### src/rtl/fetch_pkg.sv
// Shared types and constants for the fetch stage and its branch target buffer.
// Latency: n/a (types, constants and one pure function).
// Backpressure: n/a.
package fetch_pkg;

    // Two-bit saturating direction counter; bit 1 is the predicted direction.
    typedef enum logic [1:0] {
        SNT = 2'b00,
        WNT = 2'b01,
        WT  = 2'b10,
        ST  = 2'b11
    } ctr_t;

    // Counters start weakly not-taken so one taken resolution flips them.
    localparam ctr_t        CTR_RESET = WNT;

    // Sequential fetch advances one 32-bit instruction.
    localparam logic [31:0] PC_INC    = 32'd4;

    // Saturating counter step: up on taken, down on not-taken.
    function automatic ctr_t ctr_next(input ctr_t cur, input logic taken);
        ctr_t nxt;
        nxt = cur;
        if (taken) begin
            if (cur != ST) begin
                nxt = ctr_t'(cur + 2'd1);
            end
        end else begin
            if (cur != SNT) begin
                nxt = ctr_t'(cur - 2'd1);
            end
        end
        return nxt;
    endfunction

endpackage

### src/rtl/fetch_unit_btb_table.sv
// Branch target buffer: valid/tag/target per PC index plus a direction counter array.
// Latency: read port is combinational; writes take effect at the next clock edge.
// Backpressure: none; a write is accepted every cycle wr_vld_i is high (reset wins).
module btb_table
    import fetch_pkg::*;
#(
    parameter int ENTRIES = 32,
    parameter int IDX_W   = 5,
    parameter int TAG_W   = 25
) (
    input  logic             clk,
    input  logic             reset,
    // read port
    input  logic [IDX_W-1:0] rd_idx_i,
    input  logic [IDX_W-1:0] rd_ctr_idx_i,
    output logic             rd_valid_o,
    output logic [TAG_W-1:0] rd_tag_o,
    output logic [31:0]      rd_target_o,
    output logic [1:0]       rd_ctr_o,
    // write port
    input  logic             wr_vld_i,
    input  logic [IDX_W-1:0] wr_idx_i,
    input  logic [IDX_W-1:0] wr_ctr_idx_i,
    input  logic [TAG_W-1:0] wr_tag_i,
    input  logic             wr_taken_i,
    input  logic [31:0]      wr_target_i
);

    logic             valid_q  [ENTRIES];
    logic [TAG_W-1:0] tag_q    [ENTRIES];
    logic [31:0]      target_q [ENTRIES];
    ctr_t             ctr_q    [ENTRIES];

    ctr_t             ctr_upd_d;

    // Reads see the table as it stood before this cycle's write.
    assign rd_valid_o  = valid_q[rd_idx_i];
    assign rd_tag_o    = tag_q[rd_idx_i];
    assign rd_target_o = target_q[rd_idx_i];
    assign rd_ctr_o    = ctr_q[rd_ctr_idx_i];

    // Next value of the counter selected by the write port.
    always_comb begin
        ctr_upd_d = ctr_next(ctr_q[wr_ctr_idx_i], wr_taken_i);
    end

    // Valid bits and counters: cleared on reset, which also drops a same-cycle write.
    always_ff @(posedge clk) begin
        if (reset) begin
            for (int i = 0; i < ENTRIES; i++) begin
                valid_q[i] <= 1'b0;
                ctr_q[i]   <= CTR_RESET;
            end
        end else if (wr_vld_i) begin
            ctr_q[wr_ctr_idx_i] <= ctr_upd_d;
            if (wr_taken_i) begin
                valid_q[wr_idx_i] <= 1'b1;
            end
        end
    end

    // Tag/target payload: only meaningful behind a valid bit, so it carries no reset.
    always_ff @(posedge clk) begin
        if (!reset && wr_vld_i && wr_taken_i) begin
            tag_q[wr_idx_i]    <= wr_tag_i;
            target_q[wr_idx_i] <= wr_target_i;
        end
    end

endmodule

### src/rtl/fetch_unit.sv
// Fetch PC generation with BTB/2-bit-counter next-PC prediction; GSHARE_EN adds global history.
// Latency: pred_* combinational from current_pc; redirect reaches current_pc one cycle later.
// Backpressure: stall holds current_pc; redirect overrides stall; resolutions always apply.
module fetch_unit
    import fetch_pkg::*;
#(
    parameter int BTB_ENTRIES = 32,
    parameter int GHR_BITS    = 5
) (
    input  logic        clk,
    input  logic        reset,
    input  logic        stall,
    input  logic        redirect,
    input  logic [31:0] redirect_pc,
    input  logic        update_valid,
    input  logic [31:0] update_pc,
    input  logic        update_taken,
    input  logic [31:0] update_target,
    output logic [31:0] current_pc,
    output logic [31:0] pred_next_pc,
    output logic        pred_taken
);

    localparam int IDX   = $clog2(BTB_ENTRIES);
    localparam int TAG_W = 30 - IDX;

    logic [31:0]      pc_q;
    logic [31:0]      pc_d;

    logic [IDX-1:0]   lk_idx;
    logic [IDX-1:0]   lk_ctr_idx;
    logic [TAG_W-1:0] lk_tag;
    logic [IDX-1:0]   up_idx;
    logic [IDX-1:0]   up_ctr_idx;
    logic [TAG_W-1:0] up_tag;

    logic             rd_valid;
    logic [TAG_W-1:0] rd_tag;
    logic [31:0]      rd_target;
    logic [1:0]       rd_ctr;

    logic             unused_upd_lo;

    assign lk_idx = pc_q[IDX+1:2];
    assign lk_tag = pc_q[31:IDX+2];
    assign up_idx = update_pc[IDX+1:2];
    assign up_tag = update_pc[31:IDX+2];

    // Instructions are word aligned; the low address bits never reach the tables.
    assign unused_upd_lo = ^update_pc[1:0];

`ifdef GSHARE_EN
    logic [GHR_BITS-1:0] ghr_q;
    logic [GHR_BITS-1:0] ghr_d;
    logic [IDX-1:0]      ghr_ext;

    // Lookup and update both hash with the history as it stood before this cycle's shift.
    assign ghr_ext    = IDX'(ghr_q);
    assign lk_ctr_idx = lk_idx ^ ghr_ext;
    assign up_ctr_idx = up_idx ^ ghr_ext;

    // Shift the resolved direction into the history on every resolution.
    always_comb begin
        ghr_d = ghr_q;
        if (update_valid) begin
            ghr_d = GHR_BITS'({ghr_q, update_taken});
        end
    end

    // Global history register.
    always_ff @(posedge clk) begin
        if (reset) begin
            ghr_q <= '0;
        end else begin
            ghr_q <= ghr_d;
        end
    end
`else
    logic [GHR_BITS-1:0] unused_ghr_cfg;

    // Without history the counters share the BTB index.
    assign lk_ctr_idx     = lk_idx;
    assign up_ctr_idx     = up_idx;
    assign unused_ghr_cfg = '0;
`endif

    btb_table #(
        .ENTRIES (BTB_ENTRIES),
        .IDX_W   (IDX),
        .TAG_W   (TAG_W)
    ) u_btb (
        .clk          (clk),
        .reset        (reset),
        .rd_idx_i     (lk_idx),
        .rd_ctr_idx_i (lk_ctr_idx),
        .rd_valid_o   (rd_valid),
        .rd_tag_o     (rd_tag),
        .rd_target_o  (rd_target),
        .rd_ctr_o     (rd_ctr),
        .wr_vld_i     (update_valid),
        .wr_idx_i     (up_idx),
        .wr_ctr_idx_i (up_ctr_idx),
        .wr_tag_i     (up_tag),
        .wr_taken_i   (update_taken),
        .wr_target_i  (update_target)
    );

    // Prediction depends only on current_pc and stored state, never on the update inputs.
    always_comb begin
        pred_taken   = rd_valid && (rd_tag == lk_tag) && rd_ctr[1];
        pred_next_pc = pred_taken ? rd_target : (pc_q + PC_INC);
    end

    // Next fetch address: redirect beats stall beats prediction.
    always_comb begin
        pc_d = pred_next_pc;
        if (redirect) begin
            pc_d = redirect_pc;
        end else if (stall) begin
            pc_d = pc_q;
        end
    end

    // Fetch PC register.
    always_ff @(posedge clk) begin
        if (reset) begin
            pc_q <= '0;
        end else begin
            pc_q <= pc_d;
        end
    end

    assign current_pc = pc_q;

endmodule

### config.mk
export PLATFORM = sky130hd
export DESIGN_NAME = fetch_unit
export DESIGN_NICKNAME = d
export VERILOG_FILES = /design/src/rtl/fetch_pkg.sv /design/src/rtl/fetch_unit_btb_table.sv /design/src/rtl/fetch_unit.sv
export SDC_FILE = /design/constraint.sdc
export NUM_CORES = 2
export LEC_CHECK = 0
export ABC_AREA = 1
export CELL_PAD_IN_SITES_DETAIL_PLACEMENT = 1
export CELL_PAD_IN_SITES_GLOBAL_PLACEMENT = 1
export CORE_MARGIN = 10
export CORE_UTILIZATION = 48
export DETAILED_ROUTE_END_ITERATION = 8
export GPL_TIMING_DRIVEN = 0
export PLACE_DENSITY = 0.75
export SLEW_MARGIN = 20
export SYNTH_ARGS = -nofsm -noshare
export SYNTH_HDL_FRONTEND = slang
export SYNTH_SLANG_ARGS = --single-unit
### constraint.sdc
create_clock -name clk -period 12.2 [get_ports clk]
set_input_delay 1.22 -clock clk [delete_from_list [all_inputs] [get_ports clk]]
set_output_delay 1.22 -clock clk [all_outputs]
set_load 0.02 [all_outputs]
**Word level (Yosys, flattened, before mapping)**

Memories as Yosys holds them, arrays and structs flattened. A register that Yosys moved wholly into a read port is not among the register bits.
Cells that the tools add are included.

- Register bits after elaboration: 32
- Word-level logic and storage cells: 50
- Latch bits: 0
- Memories: 4
- Memory bits (read-only): 0
- Input port bits: 102
- RAM bits: 1920
- Output and inout port bits: 65

Memories:

| memory | words | width | read ports | clocked after Yosys merged registers in | wr ports | RTL line | source |
|---|---|---|---|---|---|---|---|
| u_btb.target_q | 32 | 32 | 1 | 1 | 1 | fetch_unit_btb_table.sv:31 | `logic [31:0] target_q [ENTRIES];` |
| u_btb.tag_q | 32 | 25 | 1 | 1 | 1 | fetch_unit_btb_table.sv:30 | `logic [TAG_W-1:0] tag_q [ENTRIES];` |
| u_btb.ctr_q | 32 | 2 | 2 | 1 | 32 | fetch_unit_btb_table.sv:32 | `ctr_t ctr_q [ENTRIES];` |
| u_btb.valid_q | 32 | 1 | 1 | 1 | 32 | fetch_unit_btb_table.sv:29 | `logic valid_q [ENTRIES];` |

- Multiplexer cells: 31
- Reductions and logical operators: 8
- Eq/ne operators: 3
- $mul: 0
- Div/mod/pow operators: 0
- Order comparisons: 0
- $add $sub $neg: 3
- Bitwise operators: 0
- Shift operators: 0

Operators with widths:

| kind | count |
|---|---|
| 32-bit two-way mux | 3 |
| 5-bit two-way mux | 10 |
| 32-bit by 3-bit adder with 32-bit output (second input constant) | 1 |
| 25-bit equality test | 1 |
| 1-bit two-way mux | 14 |
| 2-bit two-way mux | 4 |
| 1-bit logical AND | 4 |
| 2-bit by 1-bit adder with 2-bit output (second input constant) | 1 |
| 2-bit by 1-bit inequality test with 1-bit output (second input constant) | 1 |
| 2-bit inequality test (second input constant) | 1 |
| 2-bit nonzero test | 1 |
| 2-bit OR reduction | 1 |
| 2-bit by 1-bit subtractor with 2-bit output (second input constant) | 1 |
| 1-bit zero test | 1 |
| 1-bit OR reduction | 1 |

**Depth between registers and ports, before layout**

- Depth after elaboration: 8
- Mapped depth: 22
- Gate-level depth less buffers: 19

**Hierarchy**

From an unflattened synthesis, not the netlist that was laid out.

- Cell total of the unflattened synthesis: 6573
- Area, all modules: 80031.8 sq um

By module, submodules not included:

| module | area each (sq um) | cells each | seq. area each (sq um) | times used |
|---|---|---|---|---|
| btb_table | 76261.9 | 5842 | 57335.0 | 1 |
| fetch_unit | 3769.9 | 731 | 640.6 | 1 |

**Least setup slack after synthesis**

OpenSTA, ideal clock, no wires.

- Path kind: input -> register
- Start: input port update_pc[2]
- End: memory u_btb.tag_q[13][0], enable pin
- Cell stages on the path: 8
- Library setup time: 472 ps
- Arrival: 4840 ps
- Path buffers: 2
- Required time: 11728 ps
- Path slack: 6888 ps
- Path through: buf_2 inv_1 nor2_1 clkbuf_1 nand2_1 nor2_1 inv_1 nor2_1

RTL lines:

| what | RTL line | source |
|---|---|---|
| from (decl) | fetch_unit.sv:16 | `input logic [31:0] update_pc,` |
| to (decl) | fetch_unit_btb_table.sv:30 |  |

No word-level cell before the write port.

==> flow_metrics.py <==
metrics = {
    "run_status": {
        "status": "finished clean",
    },
    "route": {
        "viasPerCell": 6.51,
        "drc_errors": 0,
        "wirelength_mm": 343,
        "drtPass1Iterations": 6,
        "routedWlPerCell_um": 35.6,
        "drtIter0Drc": 8835,
        "ant_nets": 0,
        "vias": 62900,
    },
    "worst_setup_path": {
        "crit_path_max_incr_delay_ns": 0.90,
        "startpoint_type": "register",
        "worstPathMaxFanout": 10,
        "critPathSlowestCell": "buf_1",
        "critPathBufInv": 3,
        "cp.arrival_ns": 6.87,
        "critical_path_class": "register to output pin",
        "path_common_cell": "nand2_1",
        "critical_path.top_delay_family": "simple AND/OR/NAND/NOR gates",
        "crit_required_ns": 10.98,
        "crit_chain": "clkbuf_1 -> buf_1 -> nand2_1 -> nand3_1 -> nand2_1 -> nand2_1 -> nand2_1 -> nor2_1 -> nand2_1 -> nor2_1 -> nand2_1 -> nor2_1 -> nand2_1 -> and2_1 -> clkdlybuf4s50_1",
        "crit_path_end_kind": "output pin",
    },
    "sta": {
        "skew_ns": 0.0316,
        "fmaxAchievable_ghz": 0.124,
        "min_period_ns": 8.09,
        "drv_slew": 0,
        "min_period_over_period_pct": 66.3,
        "finalSetupViolCount": 0,
        "rsz0062_at_grt": "no",
        "finalSetupTns_ns": 0,
        "maxSlewHeadroom_pct": 14.0,
        "worstMarginPinSlew_ns": 1.29,
        "hold_violations": 0,
    },
    "cts": {
        "hold_buffers": 0,
        "cts_root_buf": "clkbuf_16",
        "cts.sinks": 1957,
        "insertion_delay_ns": 0.88,
        "cts-htree-levels": 4,
        "cts_tree": "built",
        "cts.repair.resized": 0,
        "clock_path_buffers": 3,
        "path_clk_slew_ns": 0.06,
        "post_cts_buffers": 0,
        "numCtsBuffers": 201,
    },
    "global_route": {
        "met3_usage_pct": 8.26,
        "grt_usage_pct": 36.1,
        "grt_max_degree": 33,
        "grt.overflow.total": 0,
        "grt_pass1_wl_mm": 477,
        "use_met2_pct": 57.1,
        "top_usage_layer": "met2",
        "antenna_found_initial": 14,
        "use_met1_pct": 42.3,
        "grt_pass1_vias": 64500,
    },
    "synthesis": {
        "postSynthAreaPerCell_um2": 11.8,
        "ys_seq_elements": 1957,
        "synth_cell_type_count": 38,
        "synth-main-ff-cell": "edfxtp_1",
        "synth_top_area_share_pct": 70.7,
        "yosysSeqAreaShare_pct": 72.5,
        "synth-edff-count": 1888,
        "syn-cell-area_um2": 80200,
        "synthCells": 6775,
        "synth_nets": 6878,
        "synth_warnings": 0,
        "yosys.area.top_type": "edfxtp_1",
        "synth.area.top_cells": "edfxtp_1 (71%), nand2_1 (7.1%), nand3_1 (5.3%), o21ai_0 (4.2%), nor2_1 (3.1%)",
        "async_flop_share_pct": 0,
    },
    "floorplanning": {
        "die-area_um2": 184000,
        "ios": 167,
        "initial_core_util_pct": 48.4,
        "fp-row-count": 149,
        "die_w_um": 429,
        "die_y_um": 429,
        "design.core.area_um2": 166000,
    },
    "layout": {
        "regArea_um2": 58100,
        "fillerInstances": 16700,
        "multi_input_area_um2": 19400,
        "fin_nets": 7384,
        "area_growth_pct": 17.5,
        "finalNonFillerCells": 9659,
        "layout-drive-gt1-share_pct": 9.71,
    },
    "job": {
        "cap_viol_max_count": 0,
    },
    "worst_hold_path": {
        "hold_path.class": "register to register",
    },
    "pwr": {
        "power_density_nw_per_um2": 159,
        "p_leak_nw": 32.4,
        "vdd_drop_max_v": 0.000157,
    },
    "placed_design": {
        "post-dp-hpwl_mm": 237,
        "dpl.cell_count": 9267,
        "place_congestion": 0.976,
        "port_buffers": 160,
    },
}
==> registers in the layout, indices dropped and copies added, names as in the netlist, named ones only <==
name / cells
current_pc: 32
u_btb.ctr_q: 64
u_btb.tag_q: 800
u_btb.target_q: 1024
u_btb.valid_q: 32
==> area by class of cell <==
type,count,share of cell area [%]
clock inverter,122,1.12
timing repair buffer,303,4.92
tap,2189,2.91
clock buffer,253,5.65
antenna,17,0.0452
buffer,451,2.38
sequential,1957,61.7
inverter,189,0.761
multi-input combinational,4178,20.6
==> per-stage QoR <==
stage | utilization (%) | power, mW | setup slack [ns] | area, um^2 | hold WS [ns]
2_1_floorplan | - | 8.22 | 6.89 | 80200 | 0.429
3_3_place_gp | 51.0 | 8.91 | 0.982 | 84500 | 0.439
3_5_place_dp | 53.1 | 8.96 | 5.34 | 87900 | 0.447
4_1_cts | 56.9 | 14.9 | 4.42 | 94200 | 0.472
5_1_grt | 56.9 | 15.3 | 4.30 | 94200 | 0.498
6_report | 56.9 | 15.0 | 4.11 | 94200 | 0.474
==> where the power goes <==
group / switching (mW) / total [mW] / leakage [nW] / internal [mW]
Combinational: 1.13 / 1.46 / 11.8 / 0.334
Clock: 2.75 / 6.12 / 3.10 / 3.37
Sequential: 0.0286 / 7.43 / 17.5 / 7.40
==> cells in the mapped netlist, types with 21 or more instances <==
cell type and number:
inv_1 185, a21oi_1 39, nand2_1 1518, nand4_1 34, o21ai_0 676, buf_2 109
nand3_1 849, o221ai_1 119, and2_1 29, buf_4 63, buf_1 38, buf_6 21
nor2_1 662, o22ai_1 143, edfxtp_1 1888, clkbuf_1 219, xor2_1 25, dfxtp_1 69
==> path summary, 6_finish.rpt <==
path | endpoint | slack, ns | start | cells past startpoint
worst max-delay path | pred_next_pc[8] | 4.11 | register | 15
worst min-delay path | u_btb.valid_q[21] | 0.47 | u_btb.valid_q[21] | 2
worst max register to register | current_pc[8] | 6.69 | register | 15
worst min register to register | u_btb.valid_q[21] | 0.47 | u_btb.valid_q[21] | 2
==> routing by layer <==
layer	wire, um	part of all wire, %
met5	34	0.0099
met4	34500	10
met3	37700	11
met2	156000	46
met1	115000	33
==> cell families (layout without fill, tap and decap cells) <==
family	count (synthesis)	in the layout	synth area share (%)
other	0	17	0
buffers and inverters	640	1318	3.67
flip-flops	1957	1957	72.5
AND/OR/NAND/NOR	3120	3120	16.2
adder cells (fa/ha/maj)	1	1	0.0156
AO/OA/AOI/OAI	1030	1030	7.33
XOR/XNOR	27	27	0.295
==> cell usage in the layout (no fill, tap or decap), types with 4 or more instances in the layout <==
master / n
a31oi_1: 17
inv_1: 185
buf_2: 160
nor2_1: 630
buf_4: 63
nor3_1: 12
o21ai_0: 676
clkinv_4: 4
buf_6: 21
o22ai_1: 143
nand2_1: 1518
a21oi_1: 39
buf_12: 87
nand4_1: 34
clkdlybuf4s50_1: 109
nor2_4: 35
clkinv_8: 7
clkinv_2: 36
clkinv_1: 48
inv_6: 4
dfxtp_1: 69
and2_1: 29
o211ai_1: 4
bufinv_16: 13
nand3_1: 849
clkbuf_1: 256
clkbuf_2: 9
xor2_1: 25
buf_1: 38
edfxtp_1: 1888
buf_16: 56
o221ai_1: 119
nor4_1: 8
a22oi_1: 16
diode_2: 17
clkbuf_16: 204
clkinvlp_4: 8
o21ai_1: 10
==> tightest hold or removal path: stages, from the launching register on <==
cell	delay, ns
dfxtp_1	0.33
nand2_1	0.05
o21ai_0	0.06
No activity file was read; power rests on OpenSTA's default activity.
